--- config.mk ---
export PLATFORM = sky130hd
export DESIGN_NAME = uart_tx_device_flat
export DESIGN_NICKNAME = d
export VERILOG_FILES = /design/src/rtl/uart_tx_device_if.sv /design/src/rtl/uart_tx_device.sv /design/src/flat_wrapper.sv
export SDC_FILE = /design/constraint.sdc
export NUM_CORES = 1
export LEC_CHECK = 0
export CAP_MARGIN = 20
export CELL_PAD_IN_SITES_DETAIL_PLACEMENT = 2
export CELL_PAD_IN_SITES_GLOBAL_PLACEMENT = 2
export CORE_MARGIN = 5
export CORE_UTILIZATION = 37
export DETAILED_ROUTE_END_ITERATION = 10
export PLACE_DENSITY = 0.82
export SYNTH_ARGS = -nofsm -noshare
export SYNTH_HDL_FRONTEND = slang
export SYNTH_SLANG_ARGS = --single-unit
--- constraint.sdc ---
create_clock -name clk -period 6.9 [get_ports clk]
set_clock_uncertainty 0.15 [all_clocks]
set_input_delay 0.69 -clock clk [delete_from_list [all_inputs] [get_ports clk]]
set_output_delay 0.69 -clock clk [all_outputs]
set_load 0.05 [all_outputs]
--- src/rtl/uart_tx_device_if.sv ---
`default_nettype none
// ============================================================================
//  Module      : uart_tx_device_if
//  Description : Vermibus slave-side bus bundle for the UART transmitter.
//                valid/address/wstrobe/wdata flow master -> slave,
//                rdata/ready flow slave -> master (both combinational).
//  Revision    : 1.0 - initial release
// ============================================================================
interface uart_tx_device_if;
    logic        valid;
    logic [31:0] address;
    logic [3:0]  wstrobe;
    logic [31:0] wdata;
    logic [31:0] rdata;
    logic        ready;

    modport master (
        output valid, address, wstrobe, wdata,
        input  rdata, ready
    );

    modport slave (
        input  valid, address, wstrobe, wdata,
        output rdata, ready
    );
endinterface
`default_nettype wire

--- src/rtl/uart_tx_device.sv ---
`default_nettype none
// ============================================================================
//  Module      : uart_tx_device
//  Description : Vermibus UART transmitter (8N1). CPU pushes bytes into a
//                small FIFO through the DATA register; a serial engine drains
//                them LSB first. STATUS/CTRL registers allow polling or a
//                level interrupt when the transmitter has fully drained.
//  Ports       : clk    - system clock
//                reset  - asynchronous active-high reset
//                bus    - Vermibus slave (valid/address/wstrobe/wdata in,
//                         rdata/ready out, combinational responses)
//                tx     - serial output, idle high
//                irq    - transmit-drained interrupt (registered level)
//  Registers   : addr[3:2]=0 DATA (W), 1 STATUS (R), 2 CTRL (R/W), 3 none
//  Revision    : 1.0 - initial release
// ============================================================================
module uart_tx_device #(
    parameter int DIVISOR    = 434,
    parameter int FIFO_DEPTH = 8
) (
    input  logic             clk,
    input  logic             reset,
    uart_tx_device_if.slave  bus,
    output logic             tx,
    output logic             irq
);

    localparam int              c_IDX_W    = $clog2(FIFO_DEPTH);
    localparam int              c_PTR_W    = c_IDX_W + 1;
    localparam logic [c_PTR_W-1:0] c_PTR_ONE = c_PTR_W'(1);
    localparam logic [15:0]     c_DIV_LAST = 16'(DIVISOR - 1);

    localparam logic [1:0] S_IDLE  = 2'd0;
    localparam logic [1:0] S_START = 2'd1;
    localparam logic [1:0] S_DATA  = 2'd2;
    localparam logic [1:0] S_STOP  = 2'd3;

    logic [7:0]         r_mem [FIFO_DEPTH];
    logic [c_PTR_W-1:0] r_wr_ptr;
    logic [c_PTR_W-1:0] r_rd_ptr;
    logic [1:0]         r_state;
    logic [15:0]        r_baud;
    logic [2:0]         r_bit;
    logic [7:0]         r_shift;
    logic               r_tx;
    logic               r_irq_en;
    logic               r_irq;

    logic       w_empty;
    logic       w_full;
    logic       w_is_data;
    logic       w_data_wr;
    logic       w_ctrl_wr;
    logic       w_push;
    logic       w_pop;
    logic       w_baud_last;
    logic       w_busy;
    logic [7:0] w_head;
    logic       w_unused;

    // Pointers carry one extra wrap bit so full and empty are distinguishable.
    assign w_empty = (r_wr_ptr == r_rd_ptr);
    assign w_full  = (r_wr_ptr[c_PTR_W-1] != r_rd_ptr[c_PTR_W-1]) &&
                     (r_wr_ptr[c_IDX_W-1:0] == r_rd_ptr[c_IDX_W-1:0]);
    assign w_head  = r_mem[r_rd_ptr[c_IDX_W-1:0]];

    assign w_is_data = (bus.address[3:2] == 2'd0);
    assign w_data_wr = bus.valid && w_is_data && bus.wstrobe[0];
    assign w_ctrl_wr = bus.valid && (bus.address[3:2] == 2'd2) && bus.wstrobe[0];

    // Stall only uses registered full, so a slot freed on this edge is only
    // seen by the bus in the following cycle.
    assign bus.ready = bus.valid && !(w_data_wr && w_full);
    assign w_push    = w_data_wr && !w_full;

    assign w_baud_last = (r_baud == c_DIV_LAST);
    assign w_pop = !w_empty &&
                   ((r_state == S_IDLE) || ((r_state == S_STOP) && w_baud_last));
    assign w_busy = (r_state != S_IDLE);

    assign tx  = r_tx;
    assign irq = r_irq;

    always_comb begin
        bus.rdata = 32'd0;
        case (bus.address[3:2])
            2'd1:    bus.rdata = {29'd0, w_busy, w_empty, w_full};
            2'd2:    bus.rdata = {31'd0, r_irq_en};
            default: bus.rdata = 32'd0;
        endcase
    end

    always_ff @(posedge clk or posedge reset) begin
        if (reset) begin
            r_wr_ptr <= '0;
            r_rd_ptr <= '0;
        end else begin
            if (w_push) r_wr_ptr <= r_wr_ptr + c_PTR_ONE;
            if (w_pop)  r_rd_ptr <= r_rd_ptr + c_PTR_ONE;
        end
    end

    // Storage needs no reset: the pointers define which entries are valid.
    always_ff @(posedge clk) begin
        if (w_push) r_mem[r_wr_ptr[c_IDX_W-1:0]] <= bus.wdata[7:0];
    end

    always_ff @(posedge clk or posedge reset) begin
        if (reset) begin
            r_state <= S_IDLE;
            r_baud  <= 16'd0;
            r_bit   <= 3'd0;
            r_shift <= 8'd0;
            r_tx    <= 1'b1;
        end else begin
            case (r_state)
                S_IDLE: begin
                    r_baud <= 16'd0;
                    if (!w_empty) begin
                        r_shift <= w_head;
                        r_tx    <= 1'b0;
                        r_state <= S_START;
                    end
                end
                S_START: begin
                    if (w_baud_last) begin
                        r_baud  <= 16'd0;
                        r_tx    <= r_shift[0];
                        r_bit   <= 3'd0;
                        r_state <= S_DATA;
                    end else begin
                        r_baud <= r_baud + 16'd1;
                    end
                end
                S_DATA: begin
                    if (w_baud_last) begin
                        r_baud <= 16'd0;
                        if (r_bit == 3'd7) begin
                            r_tx    <= 1'b1;
                            r_state <= S_STOP;
                        end else begin
                            // Bit currently on the line is shift[0]; next is shift[1].
                            r_shift <= {1'b0, r_shift[7:1]};
                            r_tx    <= r_shift[1];
                            r_bit   <= r_bit + 3'd1;
                        end
                    end else begin
                        r_baud <= r_baud + 16'd1;
                    end
                end
                S_STOP: begin
                    if (w_baud_last) begin
                        r_baud <= 16'd0;
                        if (!w_empty) begin
                            // Chain straight into the next start bit.
                            r_shift <= w_head;
                            r_tx    <= 1'b0;
                            r_state <= S_START;
                        end else begin
                            r_state <= S_IDLE;
                        end
                    end else begin
                        r_baud <= r_baud + 16'd1;
                    end
                end
                default: r_state <= S_IDLE;
            endcase
        end
    end

    always_ff @(posedge clk or posedge reset) begin
        if (reset) begin
            r_irq_en <= 1'b0;
            r_irq    <= 1'b0;
        end else begin
            if (w_ctrl_wr) r_irq_en <= bus.wdata[0];
            r_irq <= r_irq_en && w_empty && !w_busy;
        end
    end

    // Bus bits outside the decoded register fields.
    assign w_unused = &{1'b0, bus.address[31:4], bus.address[1:0],
                        bus.wstrobe[3:1], bus.wdata[31:8]};

endmodule
`default_nettype wire

--- src/flat_wrapper.sv ---
// flat-port wrapper written by rule: the top's interface ports become plain ports
module uart_tx_device_flat 
#(
    parameter int DIVISOR    = 434,
    parameter int FIFO_DEPTH = 8
)
  (clk, reset, tx, irq, bus_valid, bus_address, bus_wstrobe, bus_wdata, bus_rdata, bus_ready);
  uart_tx_device_if bus_i ();
  input  logic clk;
  input  logic reset;
  output logic tx;
  output logic irq;
  input wire logic [$bits(bus_i.valid)-1:0] bus_valid;
  input wire logic [$bits(bus_i.address)-1:0] bus_address;
  input wire logic [$bits(bus_i.wstrobe)-1:0] bus_wstrobe;
  input wire logic [$bits(bus_i.wdata)-1:0] bus_wdata;
  output wire logic [$bits(bus_i.rdata)-1:0] bus_rdata;
  output wire logic [$bits(bus_i.ready)-1:0] bus_ready;
  assign bus_i.valid = bus_valid;
  assign bus_i.address = bus_address;
  assign bus_i.wstrobe = bus_wstrobe;
  assign bus_i.wdata = bus_wdata;
  assign bus_rdata = bus_i.rdata;
  assign bus_ready = bus_i.ready;
  uart_tx_device #(.DIVISOR(DIVISOR), .FIFO_DEPTH(FIFO_DEPTH)) u_core (.clk(clk), .reset(reset), .bus(bus_i), .tx(tx), .irq(irq));
endmodule
# Word level (Yosys, flattened, before mapping)
# Memory sizes are Yosys's and may differ from the RTL's.
# Cells that the tools add are included.
[word_totals]
mem_count = 1
wordCells = 84
ram_bits = 64
out_inout_bits = 35
inputBits = 71
ff_bits = 40
[memory_table]
columns = ["name", "words", "word_bits", "read_ports", "rd_clocked_by_memory_dff", "write_ports", "line_no", "text"]
rows = [
  ["u_core.r_mem", 8, 8, 1, 0, 1, "uart_tx_device.sv:38", "logic [7:0] r_mem [FIFO_DEPTH];"],
]
[op_classes]
n_reduce_logical = 27
mux = 27
n_eq_ne = 16
add_sub_neg = 4
[ops]
columns = ["cell", "n"]
rows = [
  ["8-bit two-way mux", 4],
  ["16-bit case mux with 2 select lines", 1],
  ["8-bit case mux with 3 select lines", 1],
  ["16-bit by 1-bit adder with 16-bit output (second input constant)", 1],
  ["16-bit by 9-bit equality test with 1-bit output (second input constant)", 1],
  ["16-bit two-way mux", 1],
  ["1-bit logical AND", 12],
  ["3-bit case mux with 2 select lines", 2],
  ["2-bit two-way mux", 5],
  ["3-bit two-way mux", 3],
  ["4-bit by 1-bit adder with 4-bit output (second input constant)", 2],
  ["1-bit two-way mux", 8],
  ["2-bit by 1-bit inequality test with 1-bit output (second input constant)", 4],
  ["2-bit case mux with 4 select lines", 1],
  ["4-bit AND reduction", 2],
  ["2-bit equality test (second input constant)", 3],
  ["5-bit AND reduction", 1],
  ["2-bit by 1-bit equality test with 1-bit output (second input constant)", 2],
  ["4-bit equality test", 1],
  ["1-bit zero test", 4],
  ["2-bit zero test", 2],
  ["2-bit inequality test (second input constant)", 2],
  ["1-bit case mux with 4 select lines", 1],
  ["2-bit nonzero test", 2],
  ["8 further kinds", 8],
]

# Logic depth before layout (Yosys ltp)
[logic_depth]
depth_word = 6
mapped_depth = 9

# Worst setup path before layout
# Ideal clock, no wire load.
[synth_path]
path_kind = "register to output"
start = "register u_core.r_rd_ptr[1]"
end = "output port bus_rdata[1]"
t_arrival_ns = 2.206
stages_incl_launch_ff = 6
slack_ns = 3.854
required_ns = 6.060
cell_sequence = "dfrtp_1 > buf_2 > xor2_1 > nor4b_1 > clkbuf_1 > and2_1"
[synth_between]
elab_chain_cells = 2
[synth_lines]
columns = ["element", "line_no", "text"]
rows = [
  ["start: declaration", "uart_tx_device.sv:40", "logic [c_PTR_W-1:0] r_rd_ptr;"],
  ["start signal: assignment", "uart_tx_device.sv:99", "if (w_pop) r_rd_ptr <= r_rd_ptr + c_PTR_ONE;"],
  ["4-bit equality test", "uart_tx_device.sv:62", "assign w_empty = (r_wr_ptr == r_rd_ptr);"],
  ["3-bit case mux with 2 select lines", "uart_tx_device.sv:86", "case (bus.address[3:2])"],
  ["end: declaration", "flat_wrapper.sv:17", "output wire logic [$bits(bus_i.rdata)-1:0] bus_rdata;"],
]
# No other way between the ends.

# Final worst setup path
[layout_path]
start = "register u_core.r_rd_ptr[2]"
end = "output port bus_rdata[0]"
[layout_between]
elab_chain_cells = 3
[layout_lines]
columns = ["element", "line_no", "text"]
rows = [
  ["3-bit equality test", "uart_tx_device.sv:64", "(r_wr_ptr[c_IDX_W-1:0] == r_rd_ptr[c_IDX_W-1:0]);"],
  ["1-bit logical AND", "uart_tx_device.sv:63", "assign w_full = (r_wr_ptr[c_PTR_W-1] != r_rd_ptr[c_PTR_W-1]) &&"],
  ["3-bit case mux with 2 select lines", "uart_tx_device.sv:86", ""],
]
# No other way between the ends.

==> flow_summary.toml <==
[die]
die_h_um = 125.0
die_area_um2 = 15640
die_w_um = 125.0
io_pins = 106
row_count = 42
coreArea_um2 = 13090
start_util = 0.3743

[yosys]
syn_area_per_cell_um2 = 13.76
synth_compound_area_frac = 0.05314
synthCells = 356
yosysSeqAreaShare = 0.5971
synthAdderAreaFrac = 0.03832
synth_mux_area_frac = 0.09683
yosys.area_share.simple = 0.1040
yosys_most_used_dff = "edfxtp_1"
yosys_warnings = 0
ys_seq_elements = 104
syn_area_um2 = 4897
synth_edf_count = 64
synth_top_family_by_area = "simple AND/OR/NAND/NOR gates"
yosysUniqueCellTypes = 53
synth_xor_area_frac = 0.04292
synthArstFlopShare = 0.3846

[global_route]
grt_antenna_before_repair = 0
gr-total-overflow = 0
grt_max_degree = 41
grt.total_usage = 0.1485
grt_pass1_wl_mm = 18.23
first_global_vias = 3289

[critical_path]
arrival_ps = 3220
crit_required_ps = 6060
path_class = "register to primary output"
end_kind = "primary output"
reg2reg_depth = 5
path_max_fanout = 19
start_kind = "register"

[timing]
relSlewSlack = 0.3397
whs_ps = 347.0
rsz0062_at_grt = "false"
tightest_slew_ps = 986.8
fin_crit_sh = 0.5877
tns_ps = 0
finalHoldViolations = 0
post-route-min-period_ps = 4055
slew_violations = 0
fmax_mhz = 246.6
setup_viol = 0

[layout]
n_fill_cell = 1288
nets = 462
diodes = 0
area_growth_pct = 12.24
drive_gt1_frac = 0.1496
final_core_util = 0.4201
final_cells = 557

[power]
leakagePower_nw = 2.095
swShare = 0.3679
peakVddDrop_mv = 0.2538
p_comb_frac = 0.339
power_mw = 2.095
p_sw_uw = 770.9
sequentialPowerShare = 0.409
power_density_nw_per_um2 = 381.2
internal_power_mw = 1.324
p_clk_frac = 0.252

[detailed_routing]
drc = 0
drtAntennaViolNets = 0
vias = 2814
routed_wl_mm = 11.14
wl_per_cell_um = 20.00
drt_iter0_drc = 101
viasPerCell = 5.052
firstDrtPassIters = 4

[placed_design]
place_inst = 541
gp_congestion = 0.7599
dp_hpwl_mm = 7.515
io_buffers = 19

[hold_path]
hold_path_depth = 1
hold_class = "register to register"

[clock_tree]
cts_sinks = 104
clkTransAtPathRegs_ps = 80
cts_setup_buffers = 0
holdBufCountCts = 0
numCtsBuffers = 9
clk_path_buf_depth = 2
cts_tree = "yes"
cts_max_level = 3
clk_latency_ps = 360
cts-root-buf = "clkbuf_16"
cts_resized = 0

[job]
cap_violations = 0

[outcome]
outcome = "finished clean"
==> synthesized netlist by cell type, types with 3 or more instances <==
library cell	n	share of area
a21oi_1	6	0.0061
a22o_1	4	0.0072
buf_4	29	0.044
clkbuf_1	9	0.0069
dfrtp_1	39	0.20
edfxtp_1	64	0.39
ha_1	15	0.038
inv_1	11	0.0084
mux2_2	3	0.0069
mux2i_1	8	0.016
mux4_2	16	0.074
nand2_1	24	0.018
nand3_1	11	0.011
nand4_1	5	0.0064
nor2_1	28	0.021
nor3_1	6	0.0061
nor4_1	3	0.0038
o21ai_0	5	0.0051
o221a_2	6	0.014
xnor2_1	9	0.016
xor2_1	15	0.027
==> cells by family after synthesis <==
group,count (synthesis)
compound gates,31
xor+xnor,24
fa+ha+maj,15
buf+inv,54
flops,104
mux,27
other cells,1
simple gates,100
==> sequential cells by signal, indices dropped and copies added, names as in the netlist <==
name             flops
u_core.r_wr_ptr      4
u_core.r_mem        64
u_core.r_state       2
u_core.tx            1
u_core.r_baud       16
u_core.r_bit         3
u_core.r_irq_en      1
u_core.r_shift       8
u_core.r_rd_ptr      4
u_core.irq           1
==> per-layer routing <==
metal / vias to the layer above / GRT usage / wire [um]
li1: 1288 / - / -
met1: 1482 / 0.1678 / 4515
met2: 33 / 0.2847 / 6230
met3: 11 / 0.03369 / 280
met4: 0 / 0.03189 / 115
met5: - / 0 / 0
==> stage by stage <==
stage               instance area [um^2]  worst slack (ps)
global route                        5497              2602
detailed placement                  5170              3101
floorplan                           5002              3854
CTS                                 5497              2719
finish                              5497              2845
global placement                    5170              3295
==> area by class of cell <==
| class | instances | area, um^2 | area share |
|---|---|---|---|
| clock buffers | 9 | 225.2 | 0.04097 |
| clock inverters | 7 | 101.3 | 0.01844 |
| inverters | 11 | 41.29 | 0.007512 |
| multi-input cells | 226 | 1757 | 0.3196 |
| flip-flops and latches | 104 | 2924 | 0.5320 |
| well taps | 176 | 220.2 | 0.04006 |
| repair buffers | 24 | 227.7 | 0.04143 |
==> worst max-delay path: stages (launching register included) <==
cell,delay [ps]
dfrtp_1,940
xor2_1,220
nor4_1,550
a22oi_1,160
nor2b_1,160
clkdlybuf4s50_1,830
==> final timing paths <==
kind | start | to | slack, ps
setup / recovery | u_core.r_rd_ptr[2]$_DFFE_PP0P_ | bus_rdata[0] | 2840
hold / removal | u_core.r_rd_ptr[3]$_DFFE_PP0P_ | u_core.r_rd_ptr[3]$_DFFE_PP0P_ | 350
setup reg to reg | u_core.r_rd_ptr[2]$_DFFE_PP0P_ | u_core.r_mem[5][6]$_DFFE_PP_ | 3650
hold reg to reg | u_core.r_rd_ptr[3]$_DFFE_PP0P_ | u_core.r_rd_ptr[3]$_DFFE_PP0P_ | 350
max in group asynchronous | reset | u_core.r_shift[1]$_DFFE_PP0P_ | 5580
min in group asynchronous | reset | u_core.r_wr_ptr[2]$_DFFE_PP0P_ | 620
==> placed cells by master, fill, tap and decap left out, drive strengths merged, types with 6 or more instances in the layout <==
cell / instances
a21oi: 6
clkbuf: 9
conb: 29
dfrtp: 39
nor2: 28
mux4: 16
clkdlybuf4s50: 19
nand3: 11
mux2i: 8
o221a: 6
edfxtp: 64
nand2: 24
nor3: 6
inv: 13
xor2: 15
xnor2: 9
ha: 15
==> power by group through the flow <==
stage          Sequential (mW)  Combinational, mW  Clock [mW]
6_report                 0.857              0.710       0.528
5_1_grt                  0.871              0.779       0.574
4_1_cts                  0.859              0.725       0.541
3_5_place_dp             0.869              0.699           0
3_3_place_gp             0.859              0.654           0
2_1_floorplan            0.804              0.597           0
Power figures use the tool's default switching activity.
